<file path="config.mk">
export PLATFORM = sky130hd
export DESIGN_NAME = oven_sequencer
export DESIGN_NICKNAME = d
export VERILOG_FILES = /design/src/rtl/oven_sequencer.sv
export SDC_FILE = /design/constraint.sdc
export NUM_CORES = 1
export LEC_CHECK = 0
export ABC_CLOCK_PERIOD_IN_PS = 3050
export CORE_MARGIN = 2
export CORE_UTILIZATION = 46
export CTS_CLUSTER_SIZE = 14
export DETAILED_ROUTE_END_ITERATION = 12
export GPL_TIMING_DRIVEN = 1
export PLACE_DENSITY = 0.7
export SLEW_MARGIN = 40
export SYNTH_ARGS = -nofsm -noshare
export SYNTH_HDL_FRONTEND = slang
export SYNTH_SLANG_ARGS = --single-unit
</file>
<file path="constraint.sdc">
create_clock -name clk -period 3.05 [get_ports clk]
set_clock_uncertainty 0.05 [all_clocks]
set_input_delay 0.4575 -clock clk [delete_from_list [all_inputs] [get_ports clk]]
set_output_delay 0.4575 -clock clk [all_outputs]
set_load 0.005 [all_outputs]
</file>
<file path="src/rtl/oven_sequencer.sv">
// oven_sequencer
// Bake-cycle controller. Latches the entered setpoint and cook time on a
// start strobe, then models the cavity through PREHEAT, BAKE and DONE while
// owning the 1 Hz time base used by the display and the countdown.
//
// Ports:
//   clk        in   system clock
//   reset      in   asynchronous active-high reset
//   start      in   one-cycle strobe; begins a bake from IDLE or DONE
//   cancel     in   abort to IDLE (level or strobe)
//   set_temp   in   [9:0]  target temperature, degrees
//   set_min    in   [9:0]  cook time, minutes
//   cur_temp   out  [9:0]  modelled cavity temperature
//   remain_sec out  [15:0] remaining bake seconds
//   ready_led  out  high while baking at setpoint
//   done       out  high in DONE
//   state      out  [1:0]  IDLE=0, PREHEAT=1, BAKE=2, DONE=3
//   tick       out  one-cycle 1 Hz pulse
//
// Build option: define KEEP_WARM_EN to hold the cavity at setpoint in DONE
// (ready_led stays lit) instead of cooling toward ambient.

module oven_sequencer #(
    parameter int CLK_HZ    = 50_000_000,
    parameter int AMBIENT   = 70,
    parameter int RAMP_STEP = 5,
    parameter int COOL_STEP = 2
) (
    input  logic        clk,
    input  logic        reset,
    input  logic        start,
    input  logic        cancel,
    input  logic [9:0]  set_temp,
    input  logic [9:0]  set_min,
    output logic [9:0]  cur_temp,
    output logic [15:0] remain_sec,
    output logic        ready_led,
    output logic        done,
    output logic [1:0]  state,
    output logic        tick
);

    typedef enum logic [1:0] {
        IDLE    = 2'd0,
        PREHEAT = 2'd1,
        BAKE    = 2'd2,
        DONE    = 2'd3
    } state_t;

    localparam int              CW       = (CLK_HZ > 1) ? $clog2(CLK_HZ) : 1;
    localparam logic [CW-1:0]   CNT_LAST = CW'(CLK_HZ - 1);
    localparam logic [CW-1:0]   CNT_PRE  = CW'(CLK_HZ - 2);
    localparam logic [10:0]     AMB11    = 11'(AMBIENT);
    localparam logic [10:0]     RAMP11   = 11'(RAMP_STEP);
    localparam logic [10:0]     COOL11   = 11'(COOL_STEP);

    state_t         r_state;
    state_t         w_nextState;
    logic [CW-1:0]  r_tickCnt;
    logic           r_tick;
    logic [9:0]     r_tgt;
    logic [9:0]     r_curTemp;
    logic [15:0]    r_remain;
    logic           r_ready;
    logic           r_done;

    logic [10:0]    w_ramp11;
    logic [10:0]    w_cool11;
    logic [9:0]     w_rampTemp;
    logic [9:0]     w_coolTemp;
    logic [9:0]     w_preheatTemp;
    logic [15:0]    w_setSec;
    logic           w_startOk;
    logic [9:0]     w_nextTemp;
    logic [9:0]     w_nextTgt;
    logic [15:0]    w_nextRemain;
    logic           w_nextReady;
    logic           w_nextDone;

    assign cur_temp   = r_curTemp;
    assign remain_sec = r_remain;
    assign ready_led  = r_ready;
    assign done       = r_done;
    assign state      = r_state;
    assign tick       = r_tick;

    // Free-running time base; tick is registered one count early so it is
    // high exactly while the counter sits at its last value.
    always_ff @(posedge clk or posedge reset) begin
        if (reset) begin
            r_tickCnt <= '0;
            r_tick    <= 1'b0;
        end else begin
            r_tickCnt <= (r_tickCnt == CNT_LAST) ? '0 : r_tickCnt + 1'b1;
            r_tick    <= (r_tickCnt == CNT_PRE);
        end
    end

    // Saturating ramp/cool arithmetic done at 11 bits so nothing wraps.
    assign w_ramp11      = {1'b0, r_curTemp} + RAMP11;
    assign w_rampTemp    = (w_ramp11 >= {1'b0, r_tgt}) ? r_tgt : w_ramp11[9:0];
    assign w_cool11      = {1'b0, r_curTemp} - COOL11;
    assign w_coolTemp    = ({1'b0, r_curTemp} < (AMB11 + COOL11)) ? AMB11[9:0] : w_cool11[9:0];
    assign w_preheatTemp = r_tick ? w_rampTemp : r_curTemp;
    assign w_setSec      = {6'd0, set_min} * 16'd60;
    assign w_startOk     = start && ((r_state == IDLE) || (r_state == DONE));

    // State register.
    always_ff @(posedge clk or posedge reset) begin
        if (reset) begin
            r_state <= IDLE;
        end else begin
            r_state <= w_nextState;
        end
    end

    // Next-state logic; PREHEAT looks at the post-tick temperature so the
    // tick that reaches setpoint also moves to BAKE.
    always_comb begin
        w_nextState = r_state;
        if (cancel) begin
            w_nextState = IDLE;
        end else if (w_startOk) begin
            w_nextState = (set_temp <= r_curTemp) ? BAKE : PREHEAT;
        end else begin
            case (r_state)
                PREHEAT: if (w_preheatTemp == r_tgt) w_nextState = BAKE;
                BAKE:    if (r_remain == 16'd0)      w_nextState = DONE;
                default: w_nextState = r_state;
            endcase
        end
    end

    // Output/datapath next values. Cancel and start take precedence over
    // the tick-driven temperature update on their edge.
    always_comb begin
        w_nextTemp   = r_curTemp;
        w_nextTgt    = r_tgt;
        w_nextRemain = r_remain;
        if (cancel) begin
            w_nextRemain = 16'd0;
        end else if (w_startOk) begin
            w_nextTgt    = set_temp;
            w_nextRemain = w_setSec;
        end else begin
            case (r_state)
                IDLE: begin
                    if (r_tick) w_nextTemp = w_coolTemp;
                end
                PREHEAT: begin
                    w_nextTemp = w_preheatTemp;
                end
                BAKE: begin
                    w_nextTemp = r_tgt;
                    if (r_tick && (r_remain != 16'd0)) w_nextRemain = r_remain - 16'd1;
                end
                default: begin
`ifdef KEEP_WARM_EN
                    w_nextTemp = r_tgt;
`else
                    if (r_tick) w_nextTemp = w_coolTemp;
`endif
                end
            endcase
        end
`ifdef KEEP_WARM_EN
        w_nextReady = (w_nextState == BAKE) || (w_nextState == DONE);
`else
        w_nextReady = (w_nextState == BAKE);
`endif
        w_nextDone  = (w_nextState == DONE);
    end

    // Registered datapath and status outputs.
    always_ff @(posedge clk or posedge reset) begin
        if (reset) begin
            r_curTemp <= AMB11[9:0];
            r_tgt     <= '0;
            r_remain  <= '0;
            r_ready   <= 1'b0;
            r_done    <= 1'b0;
        end else begin
            r_curTemp <= w_nextTemp;
            r_tgt     <= w_nextTgt;
            r_remain  <= w_nextRemain;
            r_ready   <= w_nextReady;
            r_done    <= w_nextDone;
        end
    end

endmodule

</file>
==> flow_metrics.env <==
export IMPL_setup_viol=15
export IMPL_powerDensity_mw_per_mm2=905
export IMPL_final_cell_area_sq_mm=0.00764
export IMPL_vias=5363
export IMPL_syn_nets=707
export IMPL_grt_pass1_vias=5365
export IMPL_tightestPinTransition_ns=0.649
export IMPL_routedWlPerCell_microns=17.7
export IMPL_seq_area_sq_mm=0.00168
export IMPL_arrival_ns=3.56
export IMPL_port_buffers=54
export IMPL_required_ns=3.20
export IMPL_die_area_sq_mm=0.0127
export IMPL_instances_no_fill=914
export IMPL_cp_top_family="compound AO/OA/AOI/OAI gates"
export IMPL_cp_cell_sequence="buf_6 > ha_4 > a21oi_4 > nor3_4 > nand2_2 > xnor2_2 > ha_1 > o21ai_1 > nor2_1 > o22ai_2 > a31o_4 > buf_6 > a31o_4 > o21ba_4 > o31ai_4 > o21ai_1"
export IMPL_cpPeakStageDelay_ns=0.54
export IMPL_relSlewSlack=0.564
export IMPL_end_kind="flop"
export IMPL_fin_ws_ns=-0.361
export IMPL_drive_gt1_frac=0.263
export IMPL_grt_max_degree=34
export IMPL_cts_buffers=9
export IMPL_placed_area_sq_mm=0.00684
export IMPL_insertion_delay_ns=0.33
export IMPL_cts_clk_slew_worst_paths_ns=0.06
export IMPL_max_freq_ghz=0.293
export IMPL_dpl_worst_slack_ns=-1.07
export IMPL_hpwl_mm=12.0
export IMPL_synthTopCellsByArea="dfrtp_1 (29%), ha_1 (11%), xnor2_1 (6.6%)"
export IMPL_cts_hold_buf=0
export IMPL_cts_tree="done"
export IMPL_grt_pass1_wl_mm=25.7
export IMPL_min_period_ns=3.41
export IMPL_syn_area_sq_mm=0.00545
export IMPL_multi_input_area_sq_mm=0.00393
export IMPL_place_congestion=0.913
export IMPL_status="finished with violations"
export IMPL_drtIter0Drc=394
export IMPL_track_usage=0.251
export IMPL_slew_viol_final=0
export IMPL_ir_drop_uv=582
export IMPL_drc=4
export IMPL_io_pins=55
export IMPL_synth_ff_type="dfrtp_1"
export IMPL_grt_remaining_overflow=0
export IMPL_synth_top_area_frac=0.294
export IMPL_wl_mm=16.2
export IMPL_area_growth_pct=40.0
export IMPL_dp_cells=877
export IMPL_h_tree_depth=3
export IMPL_placementRows=39
export IMPL_crit_fanout=4
export IMPL_violations="design-rule violations, negative setup slack"
export IMPL_die_w_microns=113
export IMPL_syn_avg_cell_area_sq_um=8.80
export IMPL_synth_enable_flop_cells=0
export IMPL_nFillCells=883
export IMPL_drt_pass1_iter_count=9
export IMPL_clock_path_buffers=2
export IMPL_antenna_found_initial=0
export IMPL_core_sq_mm=0.0115
export IMPL_ys_types=70
export IMPL_rsz0062_at_grt="yes"
export IMPL_yosys_area_top_type="dfrtp_1"
export IMPL_n_antenna_cell=0
export IMPL_hold_path_class="flop to flop"
export IMPL_final_common_cell="buf_4"
export IMPL_cp_num_buf_inv=2
export IMPL_maxCapViolCount=0
export IMPL_period_share=1.12
export IMPL_vias_per_cell=5.87
export IMPL_critical_path_class="flop to flop"
export IMPL_crit_slowest_cell="dfstp_2"
export IMPL_p_total_mw=6.91
export IMPL_critPathLaunchType="flop"
export IMPL_seq_area_frac_synth=0.308
export IMPL_nets=854
export IMPL_root_buffer="clkbuf_16"
export IMPL_hold_viol=0
export IMPL_die_height_microns=113
export IMPL_layout_common_cells="buf_4 (97), dfrtp_1 (64), nor2_1 (58)"
export IMPL_ant_nets=0
export IMPL_ys_warn_count=0
export IMPL_initial_core_util=0.474
export IMPL_cts_num_sinks=67
export IMPL_leakagePower_nw=3.27
export IMPL_r2r_slack_ns=-0.36
export IMPL_synthCells=620
export IMPL_ys_async_sr_fraction=1.00
export IMPL_synth_seq_cells=67
timing repair:
action,4_1_cts,5_1_grt
gates resized for setup,52,47
endpoints found under the setup margin,23,20
hold endpoints to repair,0,0
setup buffers,12,13
pin swaps,40,41
through the flow:
step,util,setup TNS [ns],hold slack [ns]
final,0.663,-4.00,0.417
after global routing,0.663,-5.72,0.445
after detailed placement,0.594,-9.07,0.409
after CTS,0.638,-2.97,0.422
after floorplan,-,-0.504,0.388
after global placement,0.594,-7.91,0.410
cells by family after synthesis:
kind of cell | after synthesis | synth area share
and+or+nand+nor | 203 | 0.185
AOI/OAI and AO/OA | 151 | 0.179
buffers and inverters | 69 | 0.0509
DFF | 67 | 0.308
xor gates and xnor gates | 66 | 0.107
adders and majority gates | 63 | 0.168
muxes | 1 | 0.00184
flip-flops by register name, indices dropped and copies added, names as in the netlist:
signal,cells
tick,1
ready_led,1
r_tgt,10
r_tickCnt,26
state,2
cur_temp,10
done,1
remain_sec,16
cell type report:
| type | instances | share of cell area |
|---|---|---|
| clock inverter | 4 | 0.00672 |
| multi-input combinational | 484 | 0.515 |
| inverter | 45 | 0.0221 |
| clock buffer | 11 | 0.0318 |
| timing repair buffer | 160 | 0.181 |
| tap | 143 | 0.0234 |
| sequential | 67 | 0.220 |
cell usage after synthesis (13+ instances only):
master and n:
nor2_1 59, nor3_1 25, a21oi_1 39, nand2_1 37, dfrtp_1 64, nand3_1 27
xnor2_1 41, inv_1 43, clkbuf_1 16, fa_1 17, a211oi_1 13, o21ai_0 35
xor2_1 24, ha_1 46
per-layer routing:
layer / vias to the layer above / GRT usage / share of wire
met5: - / 0 / 0
met1: 2624 / 0.326 / 0.42
li1: 2515 / - / -
met2: 188 / 0.428 / 0.50
met3: 36 / 0.0509 / 0.061
met4: 0 / 0.0724 / 0.023
where the power goes:
part	total (mW)	switching, mW	internal [mW]
Combinational	4.50	2.28	2.22
Sequential	1.38	0.287	1.10
Clock	1.03	0.377	0.650
path summary, 6_finish.rpt:
kind	startpoint	end	depth (start not counted)
min	r_tickCnt[6]$_DFF_PP0_	r_tickCnt[6]$_DFF_PP0_	1
min reg2reg	r_tickCnt[6]$_DFF_PP0_	r_tickCnt[6]$_DFF_PP0_	1
max	cur_temp[1]$_DFFE_PP1P_	state[0]$_DFF_PP0_	16
min in group asynchronous	reset	r_tickCnt[12]$_DFF_PP0_	2
max reg2reg	cur_temp[1]$_DFFE_PP1P_	state[0]$_DFF_PP0_	16
max in group asynchronous	reset	cur_temp[6]$_DFFE_PP1P_	3
No activity file was read; power rests on OpenSTA's default activity.
